[src/rtl/bin_avg_sequencer_if.sv]
// Stream-side bundle of the bin averaging sequencer: FFT sample input,
// accumulator strobes with aligned data, and the held-result handshake.
interface bin_avg_sequencer_if #(
    parameter int unsigned N    = 16,
    parameter int unsigned BINS = 4
);
    localparam int unsigned BIN_W = $clog2(BINS);

    logic             fft_ready;
    logic [N-1:0]     in_data;
    logic             out_ready;
    logic [N-1:0]     data_d;
    logic [BIN_W-1:0] bin_idx;
    logic             acc_clear;
    logic             acc_en;
    logic             dump;
    logic             out_valid;

    modport slave (
        input  fft_ready, in_data, out_ready,
        output data_d, bin_idx, acc_clear, acc_en, dump, out_valid
    );

    modport master (
        output fft_ready, in_data, out_ready,
        input  data_d, bin_idx, acc_clear, acc_en, dump, out_valid
    );
endinterface

[src/rtl/bin_avg_sequencer.sv]
// Control sequencer for the N-bin averaging datapath (FFT stream -> packetizer).
// Optional macro BIN_SEQ_HOLD_TIMEOUT_EN adds a HOLD timeout, its counter and the timeout port.
module bin_avg_sequencer #(
    parameter int unsigned BINS   = 4,
    parameter int unsigned N      = 16,
    parameter int unsigned AVG_W  = 8,
    parameter int unsigned DROP_W = 16
`ifdef BIN_SEQ_HOLD_TIMEOUT_EN
    ,
    parameter int unsigned HOLD_TIMEOUT = 1024
`endif
) (
    input  logic                 clk,
    input  logic                 arest_n,
    input  logic                 enable,
    input  logic [AVG_W-1:0]     n_avgs_in,
    bin_avg_sequencer_if.slave   bus,
    output logic                 busy,
    output logic                 overrun,
`ifdef BIN_SEQ_HOLD_TIMEOUT_EN
    output logic                 timeout,
`endif
    output logic [DROP_W-1:0]    drop_cnt
);
    localparam int unsigned BIN_W = $clog2(BINS);
`ifdef BIN_SEQ_HOLD_TIMEOUT_EN
    localparam int unsigned TMO_W = $clog2(HOLD_TIMEOUT + 1);
`endif

    typedef enum logic [1:0] {
        S_IDLE  = 2'd0,
        S_WAIT  = 2'd1,
        S_ACCUM = 2'd2,
        S_HOLD  = 2'd3
    } state_e;

    state_e             state_q, state_d;
    logic [BIN_W-1:0]   bcnt_q, bcnt_d;
    logic [AVG_W-1:0]   fcnt_q, fcnt_d;
    logic [AVG_W-1:0]   n_lat_q, n_lat_d;
    logic [DROP_W-1:0]  drop_q, drop_d;
    logic [N-1:0]       data_q;
    logic [BIN_W-1:0]   bin_q, bin_d;
    logic               clr_q, clr_d;
    logic               en_q, en_d;
    logic               dump_q, dump_d;
    logic               valid_q, valid_d;
    logic               busy_q, busy_d;
    logic               ovr_q, ovr_d;
`ifdef BIN_SEQ_HOLD_TIMEOUT_EN
    logic [TMO_W-1:0]   tcnt_q, tcnt_d;
    logic               tmo_q, tmo_d;
`endif

    logic [AVG_W-1:0]   n_req_c;
    logic               last_bin_c;
    logic               last_frame_c;
    logic [1:0]         drop_inc_c;
    logic [DROP_W:0]    drop_sum_c;

    // A request of zero frames behaves as a single-frame average.
    assign n_req_c      = (n_avgs_in == '0) ? AVG_W'(1) : n_avgs_in;
    assign last_bin_c   = (bcnt_q == BIN_W'(BINS - 1));
    assign last_frame_c = (fcnt_q == n_lat_q - AVG_W'(1));

    always_ff @(posedge clk or negedge arest_n) begin
        if (!arest_n) begin
            state_q <= S_IDLE;
            bcnt_q  <= '0;
            fcnt_q  <= '0;
            n_lat_q <= AVG_W'(1);
            drop_q  <= '0;
            data_q  <= '0;
            bin_q   <= '0;
            clr_q   <= 1'b0;
            en_q    <= 1'b0;
            dump_q  <= 1'b0;
            valid_q <= 1'b0;
            busy_q  <= 1'b0;
            ovr_q   <= 1'b0;
`ifdef BIN_SEQ_HOLD_TIMEOUT_EN
            tcnt_q  <= '0;
            tmo_q   <= 1'b0;
`endif
        end else begin
            state_q <= state_d;
            bcnt_q  <= bcnt_d;
            fcnt_q  <= fcnt_d;
            n_lat_q <= n_lat_d;
            drop_q  <= drop_d;
            data_q  <= bus.in_data;
            bin_q   <= bin_d;
            clr_q   <= clr_d;
            en_q    <= en_d;
            dump_q  <= dump_d;
            valid_q <= valid_d;
            busy_q  <= busy_d;
            ovr_q   <= ovr_d;
`ifdef BIN_SEQ_HOLD_TIMEOUT_EN
            tcnt_q  <= tcnt_d;
            tmo_q   <= tmo_d;
`endif
        end
    end

    // Next state plus the strobes for the sample currently on in_data.
    always_comb begin
        state_d    = state_q;
        bcnt_d     = bcnt_q;
        fcnt_d     = fcnt_q;
        n_lat_d    = n_lat_q;
        bin_d      = '0;
        clr_d      = 1'b0;
        en_d       = 1'b0;
        dump_d     = 1'b0;
        valid_d    = 1'b0;
        ovr_d      = 1'b0;
        drop_inc_c = 2'd0;
`ifdef BIN_SEQ_HOLD_TIMEOUT_EN
        tcnt_d     = '0;
        tmo_d      = 1'b0;
`endif

        unique case (state_q)
            S_IDLE: begin
                if (enable) begin
                    n_lat_d = n_req_c;
                    fcnt_d  = '0;
                    bcnt_d  = '0;
                    state_d = S_WAIT;
                end
            end

            S_WAIT: begin
                if ((fcnt_q == '0) && !enable) begin
                    state_d = S_IDLE;
                end else if (bus.fft_ready) begin
                    en_d    = 1'b1;
                    clr_d   = (fcnt_q == '0);
                    bcnt_d  = BIN_W'(1);
                    state_d = S_ACCUM;
                end
            end

            S_ACCUM: begin
                en_d = 1'b1;
                if (bus.fft_ready) begin
                    // Early frame start: abandon the partial average and restart on this sample.
                    ovr_d  = 1'b1;
                    clr_d  = 1'b1;
                    fcnt_d = '0;
                    bcnt_d = BIN_W'(1);
                end else begin
                    bin_d = bcnt_q;
                    clr_d = (fcnt_q == '0);
                    if (last_bin_c) begin
                        bcnt_d = '0;
                        if (last_frame_c) begin
                            dump_d  = 1'b1;
                            fcnt_d  = '0;
                            n_lat_d = n_req_c;
                            state_d = S_HOLD;
                        end else begin
                            fcnt_d  = fcnt_q + AVG_W'(1);
                            state_d = S_WAIT;
                        end
                    end else begin
                        bcnt_d = bcnt_q + BIN_W'(1);
                    end
                end
            end

            S_HOLD: begin
                drop_inc_c = {1'b0, bus.fft_ready};
                if (valid_q && bus.out_ready) begin
                    state_d = enable ? S_WAIT : S_IDLE;
`ifdef BIN_SEQ_HOLD_TIMEOUT_EN
                end else if (valid_q && (tcnt_q == TMO_W'(HOLD_TIMEOUT - 1))) begin
                    tmo_d      = 1'b1;
                    drop_inc_c = drop_inc_c + 2'd1;
                    state_d    = S_WAIT;
`endif
                end else begin
                    valid_d = 1'b1;
`ifdef BIN_SEQ_HOLD_TIMEOUT_EN
                    if (valid_q) begin
                        tcnt_d = tcnt_q + TMO_W'(1);
                    end
`endif
                end
            end

            default: state_d = S_IDLE;
        endcase

        busy_d = (state_d != S_IDLE);
    end

    // Saturating drop counter.
    always_comb begin
        drop_sum_c = {1'b0, drop_q} + (DROP_W + 1)'(drop_inc_c);
        drop_d     = drop_sum_c[DROP_W] ? {DROP_W{1'b1}} : drop_sum_c[DROP_W-1:0];
    end

    assign bus.data_d    = data_q;
    assign bus.bin_idx   = bin_q;
    assign bus.acc_clear = clr_q;
    assign bus.acc_en    = en_q;
    assign bus.dump      = dump_q;
    assign bus.out_valid = valid_q;
    assign busy          = busy_q;
    assign overrun       = ovr_q;
    assign drop_cnt      = drop_q;
`ifdef BIN_SEQ_HOLD_TIMEOUT_EN
    assign timeout       = tmo_q;
`endif

endmodule

[src/flat_wrapper.sv]
// flat-port wrapper written by rule: the top's interface ports become plain ports
module bin_avg_sequencer_flat 
#(
    parameter int unsigned BINS   = 4,
    parameter int unsigned N      = 16,
    parameter int unsigned AVG_W  = 8,
    parameter int unsigned DROP_W = 16

)
  (clk, arest_n, enable, n_avgs_in, busy, overrun, drop_cnt, bus_fft_ready, bus_in_data, bus_out_ready, bus_data_d, bus_bin_idx, bus_acc_clear, bus_acc_en, bus_dump, bus_out_valid);
  bin_avg_sequencer_if #(.N(N), .BINS(BINS)) bus_i ();
  input  logic clk;
  input  logic arest_n;
  input  logic enable;
  input  logic [AVG_W-1:0] n_avgs_in;
  output logic busy;
  output logic overrun;
  output logic [DROP_W-1:0] drop_cnt;
  input wire logic [$bits(bus_i.fft_ready)-1:0] bus_fft_ready;
  input wire logic [$bits(bus_i.in_data)-1:0] bus_in_data;
  input wire logic [$bits(bus_i.out_ready)-1:0] bus_out_ready;
  output wire logic [$bits(bus_i.data_d)-1:0] bus_data_d;
  output wire logic [$bits(bus_i.bin_idx)-1:0] bus_bin_idx;
  output wire logic [$bits(bus_i.acc_clear)-1:0] bus_acc_clear;
  output wire logic [$bits(bus_i.acc_en)-1:0] bus_acc_en;
  output wire logic [$bits(bus_i.dump)-1:0] bus_dump;
  output wire logic [$bits(bus_i.out_valid)-1:0] bus_out_valid;
  assign bus_i.fft_ready = bus_fft_ready;
  assign bus_i.in_data = bus_in_data;
  assign bus_i.out_ready = bus_out_ready;
  assign bus_data_d = bus_i.data_d;
  assign bus_bin_idx = bus_i.bin_idx;
  assign bus_acc_clear = bus_i.acc_clear;
  assign bus_acc_en = bus_i.acc_en;
  assign bus_dump = bus_i.dump;
  assign bus_out_valid = bus_i.out_valid;
  bin_avg_sequencer #(.BINS(BINS), .N(N), .AVG_W(AVG_W), .DROP_W(DROP_W)) u_core (.clk(clk), .arest_n(arest_n), .enable(enable), .n_avgs_in(n_avgs_in), .bus(bus_i), .busy(busy), .overrun(overrun), .drop_cnt(drop_cnt));
endmodule
[config.mk]
export PLATFORM = sky130hd
export DESIGN_NAME = bin_avg_sequencer_flat
export DESIGN_NICKNAME = d
export VERILOG_FILES = /design/src/rtl/bin_avg_sequencer_if.sv /design/src/rtl/bin_avg_sequencer.sv /design/src/flat_wrapper.sv
export SDC_FILE = /design/constraint.sdc
export NUM_CORES = 1
export LEC_CHECK = 0
export BUFFER_PORTS_ARGS = -buffer_cell sky130_fd_sc_hd__buf_2
export CAP_MARGIN = 20
export CORE_ASPECT_RATIO = 0.75
export CORE_MARGIN = 5
export CORE_UTILIZATION = 48
export DETAILED_ROUTE_END_ITERATION = 10
export GPL_TIMING_DRIVEN = 0
export HOLD_SLACK_MARGIN = 0.12
export PLACE_DENSITY = 0.81
export SLEW_MARGIN = 30
export SYNTH_ARGS = -nofsm -noshare
export SYNTH_HDL_FRONTEND = slang
export SYNTH_SLANG_ARGS = --single-unit
[constraint.sdc]
create_clock -name clk -period 2.15 [get_ports clk]
set_input_delay 0.3225 -clock clk [delete_from_list [all_inputs] [get_ports clk]]
set_output_delay 0.3225 -clock clk [all_outputs]
set_load 0.05 [all_outputs]
Yosys cells after proc, flatten, opt, wreduce, memory -nomap -nowiden
Index checks and enable logic that the tools add are counted.

word-level totals
  flip-flop bits (word level) = 60
  input bits = 29
  logic and storage cells = 85

cells by class
  add/sub/neg operators = 4
  equality and inequality tests = 12
  multiplexer cells = 44
  reductions and logical operators = 12

operator list
  kind                 number
  $mux 8               9
  $pmux 8 s2           2
  $mux 2               14
  $add 16x1->17        1
  $logic_not 8->1      2
  $mux 16              1
  $mux 1               14
  $add 8x1->8 const B  1
  $eq 8x8->1           1
  $ne 2x2->1 const B   4
  $pmux 2 s4           1
  $sub 8x1->8 const B  1
  $eq 2x2->1 const B   3
  $pmux 2 s3           1
  $reduce_and 5->1     1
  $ne 2x1->1 const B   2
  $pmux 1 s2           2
  $reduce_and 4->1     1
  $reduce_bool 2->1    2
  $ne 3x2->1 const B   1
  $reduce_and 3->1     1
  $reduce_bool 3->1    1
  $add 2x1->2 const B  1
  $eq 2x1->1 const B   1
  3 further kinds      4

Depth between registers and ports, before layout
  depth in word-level cells = 7
  gate-level depth with buffers = 9

Worst setup path after synthesis
Ideal clock, no wire load.

  kind = flip-flop to flip-flop
  from = register u_core.n_lat_q[2]
  to = register u_core.n_lat_q[1]
  setup time = 0.125 ns
  data arrival time = 2.256 ns
  required time = 2.025 ns
  setup slack = -0.230 ns
  cell stages (with the launch flop) = 7
  path buffers = 0
  path through = dfrtp_1 -> or3_1 -> or3_1 -> nand4_1 -> o311ai_4 -> a31oi_2 -> mux2_2

between the ends
  longest elaborated chain between the ends = 4

RTL lines
  element                            line                     text
  start, declared                    bin_avg_sequencer.sv:40  logic [AVG_W-1:0] n_lat_q, n_lat_d;
  start signal, assigned             bin_avg_sequencer.sv:89  n_lat_q <= n_lat_d;
  $sub 8x1->8                        bin_avg_sequencer.sv:64  assign last_frame_c = (fcnt_q == n_lat_q - AVG_W'(1));
  $eq 8x8->1                         bin_avg_sequencer.sv:64
  $ne 2x1->1 (no source line)        --
  $reduce_and 5->1 (no source line)  --

Every way passes these cells.
A chain may end at the register's enable or synchronous reset.

Worst setup path after layout
  from = register u_core.n_lat_q[2]
  to = register u_core.n_lat_q[7]

The elaborated chain is that of the path after synthesis.

==> metrics.cfg <==
[status]
status = finished, violations left
violations = setup timing

[clock_tree]
cts-root-buf = clkbuf_8
cts_tree = done
numClockSinks = 60
cts_buffer_depth = 2
path_clk_slew_ns = 0.07
clk_latency_ns = 0.34
cts_inserted_buffers = 9
cts.htree.levels = 3

[synth]
synth_nets = 299
yosys_register_bits = 60
synth_top_area_cell = dfrtp_1
synthDistinctLibCells = 45
synth_area_mm2 = 0.002809
syn_avg_cell_area_um2 = 10.80
yosys.area.top_type_share = 0.5256
ys_seq_area_frac = 0.5350
synth_area_leaders = dfrtp_1 53%, ha_1 4.5%, mux2_2 3.6%, nand2_1 3.5%, xnor2_1 2.8%
syn-instance-count = 260
ys.warnings.count = 0

[pwr]
powerDensity_mw_per_mm2 = 959.1
p_leak_nw = 1.923
finalPower_mw = 3.789
ir_drop_uv = 679.9

[worst_hold_path]
whs_endpoint = u_core.n_lat_q[1]
whs_path_depth = 2
hold_start = n_avgs_in[1]
hold_path.class = input pin to register

[routing]
wl_per_cell_um = 15.44
avgViaCountPerCell = 5.337
antenna_left = 0
drc = 0
drt_iter0_drc = 207
num_vias = 2439
firstDrtPassIters = 5
routed_wl_um = 7056

[layout]
layout_common_cells = 68 x buf_2, 55 x dfrtp_1, 25 x nand2_1, 19 x buf_4
stdcell_area_mm2 = 0.003950
drive_above_1_share = 0.3984
num_antenna_cells = 0
mostFrequentLayoutCell = buf_2
syn_to_final_growth_pct = 40.62
nFillCells = 423
finalNetCount = 414

[timing]
max_slew_margin = 0.5064
hold_viol_final = 0
max_freq_mhz = 431.7
min_period_ns = 2.316
rsz0062_at_grt = true
finClkSkew_ns = 0.01060
hold_slack_ns = 0.2213
fin_crit_sh = 1.077
final_max_slew_viol_count = 0
setup_viol = 14
worst_slew_pin_slew_ns = 0.7404
worst_slack_ns = -0.1662

[critical_path]
crit_required_ns = 2.38
crit_chain = or3_4 -> or3_4 -> nand4_1 -> o311ai_4 -> a31oi_4 -> buf_12 -> mux2_2
r2r_slack_ns = -0.17
rr_worst_depth = 7
worstSetupStartpointType = register
crit_slowest_cell = or3_4
cp_data_arrival_time_ns = 2.54
r2r-end = u_core.n_lat_q[7]
path_max_fanout = 8
worstSetupPathType = register to register
critical_path.endpoint_type = register
critPathMaxStageDelay_ns = 0.43
critPathMostFrequentCell = or3_4
rr_startpoint = u_core.n_lat_q[2]

[die]
initial_utilization = 0.4897
ios = 69
rows = 24
die_area_mm2 = 0.007498
fp.dieH_um = 76.25
core_mm2 = 0.005736
die_w_um = 98.33

[grt]
grt_max_degree = 61
grt_pass1_vias = 2414
grt_pass1_wl_um = 11390
antenna_found_initial = 0
grt.overflow.total = 0
grt_use_total = 0.1894

[placed_design]
port_buffers = 68
placedInstanceArea_mm2 = 0.003292
dp_hpwl_um = 4632
gp_congestion = 0.8596

[job]
cap_viol_max_count = 0

[worst max-delay path by stage]
stage / from / endpoint / slack, ns / cells after the start
5_1_grt: u_core.n_lat_q[2] / u_core.n_lat_q[5] / -0.23 / 8
2_1_floorplan: u_core.n_lat_q[0] / u_core.fcnt_q[6] / -0.15 / 7
3_5_place_dp: u_core.state_q[0] / u_core.fcnt_q[5] / -0.49 / 8
4_1_cts: u_core.n_lat_q[0] / u_core.n_lat_q[2] / -0.15 / 9
6_report: u_core.n_lat_q[2] / u_core.n_lat_q[7] / -0.17 / 7
3_3_place_gp: u_core.n_lat_q[0] / u_core.fcnt_q[6] / -0.42 / 7
[cell type report]
class	instances	area [um2]	area share
inverter	14	52.55	0.01330
timing repair buffer	104	668.1	0.1691
tap	78	97.59	0.02471
sequential	60	1508	0.3817
buffer	3	22.52	0.005702
multi-input combinational	183	1425	0.3608
clock inverter	4	25.02	0.006335
clock buffer	11	151.4	0.03833
[cells in the mapped netlist, drive strengths merged]
library cell  count
nand4b            1
o211ai            2
nor3              5
and2              3
or3               3
nand2            26
xnor2             9
buf               1
ha               10
nor4b             1
a221o             4
a21oi            11
mux2              9
nor2             18
a31oi             5
mux2i             1
o311ai            1
a32o              1
a21o              2
and3              4
o31a              1
nand3            15
o21ai            13
or2               3
dfrtp            59
and3b             1
and4              1
a221oi            1
a21boi            1
a211oi            2
nand4             3
a22o              1
nor4              2
a2111oi           2
clkbuf            2
o21a              2
nand2b            5
xor2              9
dfstp             1
o2111ai           1
nor2b             4
inv              14
[report_power, final]
group          switching (mW)  internal [mW]  total [mW]  leakage [nW]
combinational           0.819          0.652        1.47          1.06
clock                   0.443          0.470       0.913        0.0872
sequential              0.116           1.29        1.40         0.771
total                    1.38           2.41        3.79          1.92
[metrics by stage]
stage	utilization	setup slack, ns	TNS (ns)	std cells
after floorplan	-	-0.1527	-1.568	260
after global placement	0.5735	-0.4193	-7.616	406
after detailed placement	0.5740	-0.4895	-9.071	406
after CTS	0.6686	-0.1475	-1.482	453
after global routing	0.6887	-0.2263	-2.793	457
final	0.6887	-0.1662	-1.687	457
[sequential cells by signal, summed over array words and instances, names as in the netlist]
| name | flops |
|---|---|
| u_core.n_lat_q | 8 |
| u_core.bcnt_q | 2 |
| u_core.bus.dump | 1 |
| u_core.bus.bin_idx | 2 |
| u_core.overrun | 1 |
| u_core.bus.acc_clear | 1 |
| u_core.bus.data_d | 16 |
| u_core.bus.acc_en | 1 |
| u_core.state_q | 2 |
| u_core.bus.out_valid | 1 |
| u_core.drop_cnt | 16 |
| u_core.fcnt_q | 8 |
| u_core.busy | 1 |
[worst max-delay path: cells and delay by family (launching register included)]
| family | cells | cell delay, ns |
|---|---|---|
| compound gates | 2 | 0.38 |
| simple gates | 3 | 0.93 |
| buf+inv | 1 | 0.15 |
| mux | 1 | 0.32 |
| flops | 1 | 0.41 |
[routing by layer]
layer,routed length (um),track usage,part of all wire,vias to the layer above
met1,3033,0.2404,0.43,1192
li1,-,-,-,1147
met4,136,0.06412,0.019,0
met3,469,0.07411,0.066,14
met5,0,0,0,-
met2,3416,0.2962,0.48,86
[what timing repair did]
item | in CTS | in global routing
setup endpoints to repair | 32 | 31
buffers inserted | 15 | 4
endpoints found under the hold margin | 75 | 0
resized for setup | 23 | 17
hold buffers | 17 | 0
pin swaps | 9 | 2
[logic make-up (layout without fill, tap and decap cells)]
| family | Yosys count | in the layout | synth area share |
|---|---|---|---|
| xor+xnor | 18 | 18 | 0.05613 |
| buf+inv | 17 | 136 | 0.02316 |
| flops | 60 | 60 | 0.5350 |
| mux | 10 | 10 | 0.03964 |
| fa+ha+maj | 10 | 10 | 0.04454 |
| simple gates | 95 | 95 | 0.1688 |
| compound gates | 50 | 50 | 0.1327 |
Note: power is estimated with default switching activity, not from simulation.
